`src/rtl/reg_arb_pkg.sv`:
```
// Shared types and helpers for the round-robin register write arbiter.
package reg_arb_pkg;

    typedef enum logic [1:0] {
        IDLE  = 2'd0,
        WRITE = 2'd1,
        DONE  = 2'd2
    } state_e;

    // Index width for n requesters; never below 1 so a port always exists.
    function automatic int clog2(input int n);
        int w;
        w = 1;
        while ((1 << w) < n) w++;
        return w;
    endfunction

    function automatic int be_width(input int dw);
        return dw / 8;
    endfunction

endpackage

```
`src/rtl/reg_write_arbiter_rr_pick.sv`:
```
// Combinational round-robin picker: first valid requester after ptr, wrapping.
module rr_pick
    import reg_arb_pkg::*;
#(
    parameter int NREQ = 2,
    parameter int IDW  = clog2(NREQ)
) (
    input  logic [NREQ-1:0] valid_i,
    input  logic [IDW-1:0]  ptr_i,
    output logic [NREQ-1:0] grant_o,
    output logic [IDW-1:0]  idx_o,
    output logic            any_o
);

    int             cand;
    logic [IDW-1:0] cand_idx;

    always_comb begin
        // NOTE: every output gets a default before the loop so no path leaves a latch.
        grant_o  = '0;
        idx_o    = '0;
        any_o    = 1'b0;
        cand     = 0;
        cand_idx = '0;
        for (int k = 1; k <= NREQ; k++) begin
            cand     = (int'(ptr_i) + k) % NREQ;
            cand_idx = IDW'(cand);
            if (!any_o && valid_i[cand_idx]) begin
                grant_o[cand_idx] = 1'b1;
                idx_o             = cand_idx;
                any_o             = 1'b1;
            end
        end
    end

endmodule

```
`src/rtl/reg_write_arbiter.sv`:
```
// Round-robin sequencer sharing one byte-enabled register among NREQ writers.
// Optional REG_ARB_LOCK_EN: a locked grant keeps priority with the same requester.
module reg_write_arbiter
    import reg_arb_pkg::*;
#(
    parameter  int NREQ = 2,
    parameter  int DW   = 16,
    parameter  int CNTW = 8,
    localparam int BE_W = be_width(DW),
    localparam int IDW  = clog2(NREQ)
) (
    input  logic                 clk,
    input  logic                 reset,
    input  logic [NREQ-1:0]      req_valid,
    input  logic [NREQ*DW-1:0]   req_data,
    input  logic [NREQ*BE_W-1:0] req_be,
    input  logic [NREQ-1:0]      req_lock,
    output logic [NREQ-1:0]      req_ready,
    output logic [DW-1:0]        reg_d,
    output logic [BE_W-1:0]      reg_ena,
    output logic                 wr_done,
    output logic [IDW-1:0]       wr_id,
    output logic [CNTW-1:0]      wr_count
);

    state_e          state_q, state_d;
    logic [IDW-1:0]  ptr_q, ptr_d;
    logic [IDW-1:0]  id_q, id_d;
    logic [BE_W-1:0] be_q, be_d;
    logic [DW-1:0]   reg_d_q, reg_d_d;
    logic [BE_W-1:0] reg_ena_q, reg_ena_d;
    logic            wr_done_q, wr_done_d;
    logic [IDW-1:0]  wr_id_q, wr_id_d;
    logic [CNTW-1:0] wr_count_q, wr_count_d;

    logic [NREQ-1:0] pick_grant;
    logic [IDW-1:0]  pick_idx;
    logic            pick_any;

`ifdef REG_ARB_LOCK_EN
    logic            lock_q, lock_d;
`else
    logic            unused_lock;
    assign unused_lock = ^req_lock;
`endif

    rr_pick #(
        .NREQ (NREQ),
        .IDW  (IDW)
    ) u_pick (
        .valid_i (req_valid),
        .ptr_i   (ptr_q),
        .grant_o (pick_grant),
        .idx_o   (pick_idx),
        .any_o   (pick_any)
    );

    // Ready is masked while reset is low so nothing looks accepted during reset.
    assign req_ready = (state_q == IDLE && reset) ? pick_grant : '0;

    always_comb begin
        state_d    = state_q;
        ptr_d      = ptr_q;
        id_d       = id_q;
        be_d       = be_q;
        reg_d_d    = reg_d_q;
        reg_ena_d  = '0;
        wr_done_d  = 1'b0;
        wr_id_d    = wr_id_q;
        wr_count_d = wr_count_q;
`ifdef REG_ARB_LOCK_EN
        lock_d     = lock_q;
`endif
        case (state_q)
            IDLE: begin
                if (pick_any) begin
                    id_d      = pick_idx;
                    be_d      = req_be[pick_idx*BE_W +: BE_W];
                    reg_d_d   = req_data[pick_idx*DW +: DW];
                    reg_ena_d = req_be[pick_idx*BE_W +: BE_W];
`ifdef REG_ARB_LOCK_EN
                    lock_d    = req_lock[pick_idx];
`endif
                    state_d   = WRITE;
                end
            end
            WRITE: begin
`ifdef REG_ARB_LOCK_EN
                // Parking ptr one below id makes id the first candidate next time.
                if (lock_q) begin
                    ptr_d = (id_q == '0) ? IDW'(NREQ - 1) : id_q - 1'b1;
                end else begin
                    ptr_d = id_q;
                end
`else
                ptr_d = id_q;
`endif
                wr_done_d = 1'b1;
                wr_id_d   = id_q;
                if (be_q != '0) begin
                    wr_count_d = wr_count_q + 1'b1;
                end
                state_d = DONE;
            end
            DONE: begin
                state_d = IDLE;
            end
            default: begin
                state_d = IDLE;
            end
        endcase
    end

    // NOTE: state registers use non-blocking assignments so every flop samples pre-edge values.
    always_ff @(posedge clk) begin
        if (!reset) begin
            state_q    <= IDLE;
            ptr_q      <= IDW'(NREQ - 1);
            id_q       <= '0;
            be_q       <= '0;
            reg_d_q    <= '0;
            reg_ena_q  <= '0;
            wr_done_q  <= 1'b0;
            wr_id_q    <= '0;
            wr_count_q <= '0;
`ifdef REG_ARB_LOCK_EN
            lock_q     <= 1'b0;
`endif
        end else begin
            state_q    <= state_d;
            ptr_q      <= ptr_d;
            id_q       <= id_d;
            be_q       <= be_d;
            reg_d_q    <= reg_d_d;
            reg_ena_q  <= reg_ena_d;
            wr_done_q  <= wr_done_d;
            wr_id_q    <= wr_id_d;
            wr_count_q <= wr_count_d;
`ifdef REG_ARB_LOCK_EN
            lock_q     <= lock_d;
`endif
        end
    end

    assign reg_d    = reg_d_q;
    assign reg_ena  = reg_ena_q;
    assign wr_done  = wr_done_q;
    assign wr_id    = wr_id_q;
    assign wr_count = wr_count_q;

endmodule

```
`config.mk`:
```
export PLATFORM = sky130hd
export DESIGN_NAME = reg_write_arbiter
export DESIGN_NICKNAME = d
export VERILOG_FILES = /design/src/rtl/reg_arb_pkg.sv /design/src/rtl/reg_write_arbiter_rr_pick.sv /design/src/rtl/reg_write_arbiter.sv
export SDC_FILE = /design/constraint.sdc
export NUM_CORES = 1
export LEC_CHECK = 0
export BUFFER_PORTS_ARGS = -buffer_cell sky130_fd_sc_hd__buf_2
export CAP_MARGIN = 20
export CORE_AREA = 8 8 68 70
export CTS_CLUSTER_DIAMETER = 60
export DETAILED_ROUTE_END_ITERATION = 8
export DIE_AREA = 0 0 76 78
export GPL_TIMING_DRIVEN = 1
export PLACE_DENSITY_LB_ADDON = 0.2
export RECOVER_POWER = 25
export SYNTH_ARGS = -nofsm -noshare
export SYNTH_HDL_FRONTEND = slang
export SYNTH_SLANG_ARGS = --single-unit
```
`constraint.sdc`:
```
create_clock -name clk -period 2.1 [get_ports clk]
set_input_delay 0.315 -clock clk [delete_from_list [all_inputs] [get_ports clk]]
set_output_delay 0.315 -clock clk [all_outputs]
set_load 0.03 [all_outputs]
```
Word-level counts from Yosys, hierarchy flattened. Cells that the tools add are included.

Output and inout port bits: 30. Input bits: 42. Register bits after elaboration: 34. Word-level logic and storage cells: 49.

Order comparisons: 4. Shifts and indexed selects: 2. Bitwise operators: 1. Reductions and logical operators: 10. Mux-type cells: 18. Equal/unequal tests: 2. Add/subtract/negate cells: 3.

Operators with widths (number): variable part select 32 x 6 -> 16 bit (1); two-way mux 1 bit (11); adder 8 x 1 -> 8 bit (second input constant) (1); two-way mux 2 bit (4); logical AND 1 bit (4); < comparator 1 x 2 -> 1 bit (second input constant) (2); one-hot mux 2 bit (2 select lines) (1); AND reduction 2 bit (2); variable part select 4 x 3 -> 2 bit (1); AND reduction 3 bit (1); adder 1 bit (second input constant) (2); demux 1 bit (select 1 bit) (2); == test 2 x 1 -> 1 bit (second input constant) (1); greater-or-equal comparator 1 bit (second input constant) (2); logical NOT 2 bit (1); != test 2 bit (second input constant) (1); OR 2 bit (1); nonzero test 2 bit (1); logical NOT 1 bit (1).

Depth between registers and ports, before layout.
Depth after elaboration: 9. Mapped depth: 5.

By module. A second synthesis with hierarchy kept.

Cell total of the unflattened synthesis: 149. Area, all modules: 1437.6 µm².

Modules (own cells, without submodules): reg_write_arbiter (instances 1, sequential area each 680.7 µm², cells an instance 144, area each 1405.1 µm²); rr_pick (instances 1, sequential area each 0.0 µm², cells an instance 5, area each 32.5 µm²).

Worst setup path before layout. Ideal clock, no wire load.

Kind: reg2out. Start: reg ptr_q. End: out req_ready[0]. Setup slack: 0.311 ns. Cell stages (with the launch flop): 6. Path buffers: 2. Arrival: 1.474 ns. Cell sequence: dfxtp_1 > nand2b_1 > clkbuf_1 > clkbuf_1 > nand2_1 > nor2_1.

Longest elaborated chain between the ends: 9. Elaborated cells on any way between the ends: 23.

Ends and longest elaborated chain: start: declaration (line reg_write_arbiter.sv:27) `logic [IDW-1:0] ptr_q, ptr_d;`; start signal: assignment (line reg_write_arbiter.sv:118) `ptr_q <= IDW'(NREQ - 1);`; start signal: assignment (line reg_write_arbiter.sv:131) `ptr_q <= ptr_d;`; adder 1 bit (line reg_write_arbiter_rr_pick.sv:26) `cand = (int'(ptr_i) + k) % NREQ;`; < comparator 1 x 2 -> 1 bit (not written as such) or greater-or-equal comparator 1 bit (tied branches) (line reg_write_arbiter_rr_pick.sv:29) `grant_o[cand_idx] = 1'b1;`; logical AND 1 bit (not written as such) (line reg_write_arbiter_rr_pick.sv:29); two-way mux 1 bit (not written as such) (line reg_write_arbiter_rr_pick.sv:29); demux 1 bit (select 1 bit); two-way mux 2 bit (line reg_write_arbiter_rr_pick.sv:28) `if (!any_o && valid_i[cand_idx]) begin`; OR 2 bit (no source line); two-way mux 2 bit (*) (line reg_write_arbiter_rr_pick.sv:28); two-way mux 2 bit (*) (line reg_write_arbiter.sv:59) `assign req_ready = (state_q == IDLE && reset) ? pick_grant : '0;`; end: declaration (line reg_write_arbiter.sv:18) `output logic [NREQ-1:0] req_ready,`.

Mark *: on every way between the ends. The rest lies on a longest branch, timed or not. The select of a mux whose other input is x is not followed.

Final worst setup path.
Start: reg state_q[1]. End: out req_ready[1].

Longest elaborated chain between the ends: 3.

Ends and longest elaborated chain: start: declaration (line reg_write_arbiter.sv:26) `state_e state_q, state_d;`; start signal: assignment (line reg_write_arbiter.sv:130) `state_q <= state_d;`; logical NOT 2 bit (line reg_write_arbiter.sv:59); logical AND 1 bit (line reg_write_arbiter.sv:59); two-way mux 2 bit (line reg_write_arbiter.sv:59).

No other way between the ends.

==> impl_results.md <==
* Run status: finished, final reports clean
* Worst slew margin at 0.362
* Final core utilization at 0.559
* Leakage at 0.844 nW
* Tmin final at 1.81 ns
* Pre-Repair DR Iteration Count at 4
* Vias in the first global route at 1544
* Clock skew at 0.00777 ns
* Routed Antenna Nets at 0
* DRT iter0 DRCs at 101
* Fmax at 551 MHz
* # DRC at 0
* Avg WL per Cell at 13.4 um
* Core box area at 3550 um2
* Slew @ Worst Pin at 0.957 ns
* Final Cycle Share at 0.864
* Largest net degree at the start of global routing at 22
* CTS tree: yes
* Die Y at 78 um
* Worst EP required at 1.78 ns
* Via count at 1478
* Die width at 76 um
* Slew Viols, Final at 0
* Top FF cell, synth: dfxtp_1
* RSZ-0062 raised after global routing: false
* Placer congestion estimate at 0.741
* Std cell rows at 22
* I/O pins at 72
* Hold Path Class: input pin to register
* Worst r2r src: state_q[1]
* Area of the die at 5930 um2
* Via density at 4.98
* Final hold viol count at 0
* Synth Register Bits at 34
* Maximum vdd drop at 0.000427 V
* Worst setup EP type: primary output
* Initial core utilization at 0.437
* CTS clk-pin slew, worst paths at 0.10 ns
* Antenna violations before repair at 0
* Clock Tree Buf Depth at 2
* Most frequent cells in the layout: 57 x buf_2, 34 x dfxtp_1, 23 x nor2_1, 23 x inv_1, 22 x a21oi_1
* Drt total wl at 3970 um
* EDFF count, synth at 0
* Worst-Skew Late Latency at 0.32 ns
* Root Driver: clkbuf_4
* Share of layout cells above drive strength 1 at 0.321
* Clock buffer count from CTS at 5
* CTS resizes at 0
* Antenna cell count at 0
* Setup CP Type: register to primary output
* Post-Syn Area per Cell at 8.71 um2
* Tot Pwr at 1.42 mW
* Synth warn at 0
* Arr. time, crit path at 1.50 ns
* Gr ovfl total at 0
* Max_cap viols at 0
* Startpoint Class: register
* FFs w/ async S/R, synth at 0
* Placed wire-length estimate at 2930 um
* CTS H-tree lvls at 2
* Nets at 291
* Setup WS pre-CTS at 0.421 ns
* Hold Worst Slack at 0.253 ns
* Netlist Area Pre-Place at 1550 um2
* Post-Syn Nets at 221
* Port Buffers at 69
* CTS Hold Bufs at 0
* Most common cell after layout, fill and taps aside: buf_2
* Synth Instances at 178
* HP Start: req_be[3]
* # Post-CTS Setup Buffers at 0
* WHS Path Cells at 3
* Synth-to-layout area growth at 28.0%
* CTS sink cnt at 34
* Origin of the worst setup path: state_q[1]
* Final Worst Setup Slack at 0.285 ns
* First-pass GRT wire length at 6750 um
* PD cells at 713 nW/um2
* Final Setup Violations at 0
* Setup TNS at 0 ns
* Reg2Reg Depth at 4
* Sequential element share of the synthesized area at 0.439
* Cell variety after synth at 32
* Largest fanout on the critical path at 5
* Total GRT Usage at 0.134
worst max-delay path, cell delays in order (launching register included):
cell	delay (ns)
dfxtp_1	0.37
or3b_4	0.44
nor2b_1	0.15
buf_2	0.22
synth_stat cells, types with 2 or more instances:
| master | count | area share |
|---|---|---|
| a21oi_1 | 22 | 0.071 |
| nor2_1 | 23 | 0.056 |
| nand2_1 | 12 | 0.029 |
| nor4_1 | 5 | 0.020 |
| o21ai_0 | 2 | 0.0065 |
| inv_1 | 23 | 0.056 |
| dfxtp_1 | 34 | 0.44 |
| clkbuf_1 | 7 | 0.017 |
| nand2b_1 | 6 | 0.024 |
| o32ai_1 | 9 | 0.051 |
| nor2b_1 | 2 | 0.0081 |
| buf_2 | 2 | 0.0065 |
| o32ai_2 | 8 | 0.084 |
| mux2i_1 | 5 | 0.032 |
routing by layer:
layer | vias to the layer above | GRT usage | part of all wire
met5 | - | 0 | 0
met4 | 0 | 0.0549 | 0.020
met3 | 8 | 0.0576 | 0.077
met2 | 47 | 0.223 | 0.47
met1 | 664 | 0.147 | 0.44
li1 | 759 | - | -
through the flow:
stage | instances | instance area (um2)
global placement | 289 | 1940
global route | 297 | 1980
finish | 297 | 1980
CTS | 297 | 2000
floorplan | 178 | 1550
detailed placement | 289 | 1940
where the power goes:
part           switching [mW]  internal, mW  leakage, nW  total (mW)
clock                   0.205         0.162       0.0353       0.367
sequential             0.0260         0.691        0.279       0.716
combinational           0.212         0.120        0.530       0.332
total                   0.443         0.973        0.844        1.42
worst paths after layout:
path / end / slack [ns]
worst max register to register: reg_d[5] / 0.44
worst min-delay path: reg_ena[1] / 0.25
worst min register to register: reg_d[3] / 0.46
worst max-delay path: req_ready[1] / 0.29
kinds of logic (layout without fill, tap and decap cells):
| logic type | after synthesis | in the layout | share of synthesized area |
|---|---|---|---|
| compound gates | 47 | 47 | 0.247 |
| fa+ha+maj | 1 | 1 | 0.00807 |
| buf+inv | 34 | 105 | 0.0960 |
| flops | 34 | 34 | 0.439 |
| mux | 5 | 5 | 0.0323 |
| simple gates | 57 | 57 | 0.178 |
sequential cells by signal, indices dropped and copies added (netlist names):
signal / cells
wr_id: 1
be_q: 2
state_q: 2
reg_d: 16
ptr_q: 1
wr_done: 1
wr_count: 8
reg_ena: 2
id_q: 1
cell type report:
| cell class | instances | area (um2) |
|---|---|---|
| Clock buffer | 7 | 55.1 |
| Fill cell | 341 | 1570 |
| Timing Repair Buffer | 74 | 368 |
| Tap cell | 48 | 60.1 |
| Clock inverter | 1 | 5.00 |
| Sequential cell | 34 | 681 |
| Multi-Input combinational cell | 110 | 729 |
| Inverter | 23 | 86.3 |
Power figures use the tool's default switching activity.
